### src/rtl/uart_tx_feeder.sv
// uart_tx_feeder: byte FIFO in front of the UART transmitter,
// handing it one byte per frame paced by its active/done flags.
module uart_tx_feeder #(
  parameter int DEPTH = 16,
  parameter int CNT_W = 5
) (
  input  logic             clock,
  input  logic             reset,
  input  logic             wr_en,
  input  logic [7:0]       wr_data,
  input  logic             flush,
  input  logic             active_flag,
  input  logic             done_flag,
  output logic             send,
  output logic [7:0]       data_in,
  output logic             full,
  output logic             empty,
  output logic [CNT_W-1:0] count,
  output logic             overflow,
  output logic             busy,
  output logic [15:0]      tx_count
);

  localparam int PW = $clog2(DEPTH);

  typedef enum logic [1:0] {
    IDLE,
    REQ,
    WAIT_DONE
  } state_e;

  state_e           state_q, state_d;
  logic [1:0]       act_sync_q, done_sync_q;
  logic             act_s, done_s;
  logic [7:0]       mem_q [DEPTH];
  logic [PW-1:0]    wptr_q, wptr_d;
  logic [PW-1:0]    rptr_q, rptr_d;
  logic [CNT_W-1:0] count_q, count_d;
  logic [7:0]       data_q;
  logic [15:0]      tx_count_q;
  logic             ovf_q, ovf_d;
  logic             push, pop, tx_inc;

  assign act_s  = act_sync_q[1];
  assign done_s = done_sync_q[1];

  assign full     = (count_q == CNT_W'(DEPTH));
  assign empty    = (count_q == '0);
  assign count    = count_q;
  assign overflow = ovf_q;
  assign data_in  = data_q;
  assign tx_count = tx_count_q;
  assign send     = (state_q == REQ);
  assign busy     = (state_q != IDLE);

  // flush wins over a same-cycle write and suppresses overflow
  assign push  = wr_en & ~full & ~flush;
  assign ovf_d = wr_en & full & ~flush;

  always_comb begin
    wptr_d  = wptr_q;
    rptr_d  = rptr_q;
    count_d = count_q;
    if (flush) begin
      wptr_d  = '0;
      rptr_d  = '0;
      count_d = '0;
    end else begin
      if (push) wptr_d = wptr_q + PW'(1);
      if (pop)  rptr_d = rptr_q + PW'(1);
      count_d = count_q + CNT_W'(push) - CNT_W'(pop);
    end
  end

  always_comb begin
    state_d = state_q;
    pop     = 1'b0;
    tx_inc  = 1'b0;
    unique case (state_q)
      IDLE: begin
        if (!empty && !act_s) begin
          pop     = 1'b1;
          state_d = REQ;
        end
      end
      REQ: begin
        if (act_s) state_d = WAIT_DONE;
      end
      WAIT_DONE: begin
        if (done_s && !act_s) begin
          tx_inc  = 1'b1;
          state_d = IDLE;
        end
      end
      default: state_d = IDLE;
    endcase
  end

  always_ff @(posedge clock) begin
    if (push) mem_q[wptr_q] <= wr_data;
  end

  always_ff @(posedge clock or posedge reset) begin
    if (reset) begin
      state_q     <= IDLE;
      act_sync_q  <= '0;
      done_sync_q <= '0;
      wptr_q      <= '0;
      rptr_q      <= '0;
      count_q     <= '0;
      data_q      <= 8'h00;
      tx_count_q  <= 16'h0000;
      ovf_q       <= 1'b0;
    end else begin
      state_q     <= state_d;
      act_sync_q  <= {act_sync_q[0], active_flag};
      done_sync_q <= {done_sync_q[0], done_flag};
      wptr_q      <= wptr_d;
      rptr_q      <= rptr_d;
      count_q     <= count_d;
      ovf_q       <= ovf_d;
      if (pop)    data_q     <= mem_q[rptr_q];
      if (tx_inc) tx_count_q <= tx_count_q + 16'd1;
    end
  end

endmodule

### config.mk
export PLATFORM = sky130hd
export DESIGN_NAME = uart_tx_feeder
export DESIGN_NICKNAME = d
export VERILOG_FILES = /design/src/rtl/uart_tx_feeder.sv
export SDC_FILE = /design/constraint.sdc
export NUM_CORES = 1
export LEC_CHECK = 0
export ABC_AREA = 1
export ABC_CLOCK_PERIOD_IN_PS = 3950
export CAP_MARGIN = 20
export CORE_ASPECT_RATIO = 0.5
export CORE_UTILIZATION = 40
export CTS_BUF_LIST = sky130_fd_sc_hd__clkbuf_16
export DETAILED_ROUTE_END_ITERATION = 7
export PLACE_DENSITY = 0.65
export SYNTH_ARGS = -nofsm -noshare
export SYNTH_HDL_FRONTEND = slang
export SYNTH_SLANG_ARGS = --single-unit
### constraint.sdc
create_clock -name clock -period 3.95 [get_ports clock]
set_input_delay 0.395 -clock clock [delete_from_list [all_inputs] [get_ports clock]]
set_output_delay 0.395 -clock clock [all_outputs]
set_load 0.01 [all_outputs]
==> results of run 1 <==
-- cell usage in the layout, fill, tap and decap left out --
cell type	synthesis	routed
a21oi_1	4	4
a22o_1	1	1
buf_12	0	1
buf_4	5	2
clkbuf_16	0	18
clkdlybuf4s50_1	0	47
clkinv_1	0	2
clkinv_2	0	2
clkinv_4	0	1
clkinvlp_4	0	1
dfrtp_1	44	43
dfrtp_2	0	1
edfxtp_1	128	128
fa_1	1	1
ha_1	12	12
inv_1	126	125
inv_2	9	10
inv_6	0	7
inv_8	0	1
nand2_1	250	250
nand3_1	114	114
nand3_4	1	1
nand3b_1	1	1
nand4_1	7	7
nor2_1	39	39
nor2_2	2	2
nor2_4	2	2
nor3_1	5	5
nor3_2	1	1
o21a_1	1	1
o21ai_0	2	2
o21ai_1	3	3
o21bai_1	1	1
xnor2_1	5	5
xor2_1	9	9
-- layer usage --
layer	part of all wire [%]	vias to the layer above	global-route usage, %
met4	1.0	0	5.46
met3	7.1	17	3.58
met5	0	-	0
met1	47	2581	27.1
li1	-	2630	-
met2	45	193	28.7
-- registers in the layout (all words and copies together) (netlist names) --
signal / flops
mem_q: 128
tx_count: 16
data_in: 8
count: 5
rptr_q: 4
wptr_q: 4
act_sync_q: 2
done_sync_q: 2
state_q: 2
overflow: 1
-- stage by stage --
stage | worst slack (ns) | hold WS (ns) | utilization, % | area, µm² | power [mW]
4_1_cts | 0.863 | 0.355 | 47.9 | 8970 | 5.26
5_1_grt | 0.537 | 0.356 | 48.0 | 8990 | 5.52
3_5_place_dp | 0.878 | 0.340 | 44.9 | 8420 | 3.68
6_report | 0.878 | 0.354 | 48.0 | 8990 | 5.26
3_3_place_gp | 0.962 | 0.334 | 44.9 | 8420 | 3.65
2_1_floorplan | 1.34 | 0.331 | - | 7790 | 3.18
-- critical path: cells and delay by family (launching register included) --
kind | cells | cell delay (ns)
simple gates | 5 | 1.09
fa+ha+maj | 4 | 1.12
flops | 1 | 0.39
compound gates | 2 | 0.13
buf+inv | 4 | 0.27
-- cell families (layout without fill, tap and decap cells) --
group	Yosys count	count (layout)	synth area share, %
flip-flops	172	172	63.4
XOR/XNOR	14	14	1.57
adder cells (fa/ha/maj)	13	13	2.18
AO/OA/AOI/OAI	12	12	0.883
buffers and inverters	163	217	8.89
AND/OR/NAND/NOR	422	422	23.0
-- power groups by stage --
stage | clock (mW) | sequential, mW | combinational (mW)
floorplan | 0 | 2.21 | 0.975
global placement | 0 | 2.22 | 1.43
detailed placement | 0 | 2.22 | 1.46
CTS | 1.60 | 2.19 | 1.47
global route | 1.66 | 2.20 | 1.65
finish | 1.59 | 2.19 | 1.48
-- worst paths after layout --
kind | startpoint | to | slack, ns | cells past startpoint
max | count[3] | count[4] | 0.88 | 15
min | act_sync_q[0] | act_sync_q[1] | 0.35 | 0
min reg2reg | act_sync_q[0] | act_sync_q[1] | 0.35 | 0
min in group asynchronous | reset | tx_count[8] | 0.50 | 2
max in group asynchronous | reset | rptr_q[0] | 2.82 | 2
max reg2reg | count[3] | count[4] | 0.88 | 15
-- cell type report --
| type | count | area [µm²] |
|---|---|---|
| Timing Repair Buffer | 50 | 505 |
| Sequential cell | 172 | 4950 |
| Fill cell | 1753 | 9750 |
| Tap cell | 259 | 324 |
| Clock inverter | 14 | 106 |
| Inverter | 135 | 507 |
| Clock buffer | 18 | 450 |
| Multi-Input combinational cell | 461 | 2160 |
==> impl_metrics.toml, run 1 <==
[floorplan]
io_pins = 48
die_h_um = 101
die_area_um2 = 20100
chipWidth_um = 199
core_um2 = 18700
row_count = 35
start_util_pct = 41.6

[sta]
slew_violations = 0
tightest_slew_ns = 0.932
finalHoldViolations = 0
relSlewSlack_pct = 37.8
setup_tns_ns = 0
final.period_utilization_pct = 77.8
max_freq_mhz = 326
setup_viol = 0
rsz0062_at_grt = "no"
fin_crit_ns = 3.07
fin_skew_ns = 0.00896

[grt]
grt_max_degree = 68
grt_pass1_wl_mm = 28.0
grt_pass1_vias = 5133
track_usage_pct = 18.7
antenna_found_initial = 0
grt_overflow = 0

[setup_path]
endpoint_kind = "flop"
critPathRequiredTime_ns = 4.29
crit_chain = "inv_1 -> ha_1 -> nand3_1 -> o21ai_1 -> nor2_1 -> ha_1 -> inv_1 -> ha_1 -> inv_1 -> fa_1 -> inv_1 -> a21oi_1 -> nor2_1 -> nor3_1 -> nor3_1"
crit_slowest_cell = "nor2_1"
critPathKind = "flop to flop"
cp.arrival_ns = 3.41
cp_max_fo = 14
slowest_delay_ns = 0.64
path_common_cell = "inv_1"
start_kind = "flop"

[clock_tree]
cts_resized = 0
cts_tree = "built"
post-cts-setup-buffer-count = 0
cts_buffer_depth = 2
cts-root-buf = "clkbuf_16"
cts.htree.levels = 4
clk_latency_ns = 0.42
path_clk_slew_ns = 0.07
cts_made_buffers = 17
cts_sinks = 172
cts_hold_buf = 0

[yosys]
syn_avg_cell_area_um2 = 9.79
synth.area.top_cells = "edfxtp_1, dfrtp_1, nand2_1, nand3_1, inv_1"
yosys.area.top_type = "edfxtp_1"
yosysWarnings = 0
yosysSeqAreaShare_pct = 63.4
syn_area_um2 = 7790
ys_top_cells_by_count = "nand2_1, edfxtp_1, inv_1"
synth_most_common_cell = "nand2_1"
yosys.area.top_type_share_pct = 49.3
synthCells = 796
synth_ff_type = "edfxtp_1"
syn_nets = 823
async_flop_share_pct = 25.6
yosysUniqueCellTypes = 28
ys_ff_latch = 172
synth-edff-count = 128

[detailed_routing]
wl_mm = 17.7
num_vias = 5421
dr.first_iter.drc_count = 442
ant_nets = 0
route.detailed.drc = 0
post_drt_wl_per_cell_um = 15.9
routed_via_density = 4.89
drt-pass1-iter-count = 5

[place]
globalplace.congestion = 0.853
port_buffers = 47
place_inst = 1076
hpwlAfterDp_mm = 11.3

[power]
leakagePower_nw = 3.89
clock_power_share_pct = 30.2
ir_worst_vdd_mv = 0.340
power_frac_comb_pct = 28.2
seqPwrFrac_pct = 41.6
p_sw_mw = 1.81
power_density_nw_per_um2 = 585
sw_frac_of_total_pct = 34.4
p_int_mw = 3.45

[cells_and_area]
fin_nets = 864
syn2layout_area_growth_pct = 15.4
final_cells = 1109
drive_gt1_share_pct = 5.88
antenna_cells = 0

[status]
status = "finished clean"

[hold_path]
min_path_type = "flop to flop"

[job]
cap_viol_max_count = 0
No activity file was read; power rests on OpenSTA's default activity.
==> inputs of run 2 (changes only) <==
ABC_CLOCK_PERIOD_IN_PS = 2600   (was 3950)
PLACE_DENSITY = 0.68   (was 0.65)
clock period = 2.6 ns   (was 3.95 ns; I/O delays follow)
==> impl_metrics.toml, run 2 (synthesis gave the netlist of run 1 again) <==
[setup_path]
crit_buf_inv = 5
slowest_delay_ns = 0.41
r2r_slack_ns = 0.12
critical-path-top-delay-family = "adder cells"
cp.arrival_ns = 2.79
path_common_cell = "inv_2"
critPathRequiredTime_ns = 2.91
start_kind = "flop"
endpoint_kind = "flop"
rr_worst_depth = 16
r2r_end = "count[4]"
critPathKind = "flop to flop"
crit_chain = "inv_2 -> ha_2 -> nand4_1 -> nand2_2 -> inv_2 -> nand2_2 -> ha_1 -> inv_1 -> ha_2 -> inv_1 -> fa_2 -> inv_2 -> a21oi_1 -> nor2_1 -> o21a_1 -> nor3_1"
crit_slowest_cell = "dfrtp_1"
cp_max_fo = 3
reg2reg_from = "count[2]"

[place]
port_buffers = 47
hpwlAfterDp_mm = 11.0
place_inst = 1100
globalplace.congestion = 0.837

[clock_tree]
path_clk_slew_ns = 0.06
cts.htree.levels = 4
cts_buffer_depth = 2
clk_latency_ns = 0.43
cts_hold_buf = 0
cts_sinks = 172
cts_tree = "built"
cts-root-buf = "clkbuf_16"
cts_made_buffers = 17

[sta]
tightest_slew_ns = 0.712
final.period_utilization_pct = 95.3
relSlewSlack_pct = 52.4
max_freq_mhz = 404
finalHoldViolations = 0
setup_viol = 0
fin_skew_ns = 0.00955
slew_violations = 0
finalHoldWorstSlack_ns = 0.156
fin_crit_ns = 2.48

[floorplan]
core_um2 = 18700
die_area_um2 = 20100
chipWidth_um = 199
io_pins = 48
row_count = 35
start_util_pct = 41.6
die_h_um = 101

[cells_and_area]
regMostFlops = "mem_q"
syn2layout_area_growth_pct = 18.9
antenna_cells = 0
largest_register_ffs = 128
fin_nets = 894
register_area_um2 = 4950
drive_gt1_share_pct = 9.90
final_cells = 1138
layout_commonest_cell = "nand2_1"
final_cell_mix = "nand2_1, edfxtp_1, inv_1, nand3_1, clkdlybuf4s50_1"
nFillCells = 1700
multi_input_area_um2 = 2170
finish.utilization_pct = 49.5

[power]
leakagePower_nw = 4.04
ir_worst_vdd_mv = 0.484
power_density_nw_per_um2 = 883

[status]
status = "finished clean"

[detailed_routing]
post_drt_wl_per_cell_um = 15.2
ant_nets = 0
dr.first_iter.drc_count = 380
num_vias = 5505
drt-pass1-iter-count = 5
wl_mm = 17.2
routed_via_density = 4.84
route.detailed.drc = 0

[job]
cap_viol_max_count = 0

[hold_path]
min_path_type = "primary input to async pin"

[grt]
track_usage_pct = 18.4
grt_pass1_vias = 5223
grt_max_degree = 59
grt_pass1_wl_mm = 27.5
antenna_found_initial = 0
grt_overflow = 0
run 2: stage by stage:
stage | instance area (µm²) | total power [mW] | worst slack [ns] | TNS, ns
after floorplan | 7800 | 4.84 | 0.0529 | 0
after global placement | 8630 | 5.60 | 0.123 | 0
after detailed placement | 8630 | 5.64 | -0.0772 | -0.0772
after CTS | 9220 | 8.17 | 0.0183 | 0
after global routing | 9270 | 8.60 | -0.00597 | -0.00597
final | 9270 | 8.19 | 0.122 | 0
run 2: cell type report:
type                    count  share of cell area, %
flip-flops and latches    172                   53.4
well taps                 259                   3.50
clock buffers              17                   4.59
clock inverters            14                   1.66
repair buffers             80                   8.02
inverters                 135                   5.47
multi-input cells         461                   23.4
run 2: worst max path at each step:
stage / start / end / slack [ns] / cells after the start
final: count[2] / count[4] / 0.12 / 16
after global routing: count[2] / count[4] / -0.006 / 16
after CTS: count[2] / count[4] / 0.02 / 16
after global placement: count[2] / count[4] / 0.12 / 16
after floorplan: count[2] / count[4] / 0.05 / 16
after detailed placement: count[2] / count[4] / -0.08 / 16
run 2: power breakdown:
group          leakage, nW  total (mW)  switching, mW  internal, mW
Clock                0.277        2.50           1.01          1.49
Combinational         2.03        2.37           1.47         0.901
Sequential            1.73        3.31          0.172          3.14
Total                 4.04        8.19           2.66          5.53
run 2: layer usage:
metal	up-vias	track usage [%]	share of wire (%)
met5	-	0	0
li1	2684	-	-
met1	2590	24.9	44
met3	30	4.15	7.2
met2	201	29.4	47
met4	0	6.11	1.6
run 2: repair_timing:
item,CTS,global route
endpoints found under the setup margin,1,1
pin swaps,2,5
gates resized for setup,1,7
setup buffers,2,5
hold endpoints to repair,0,0
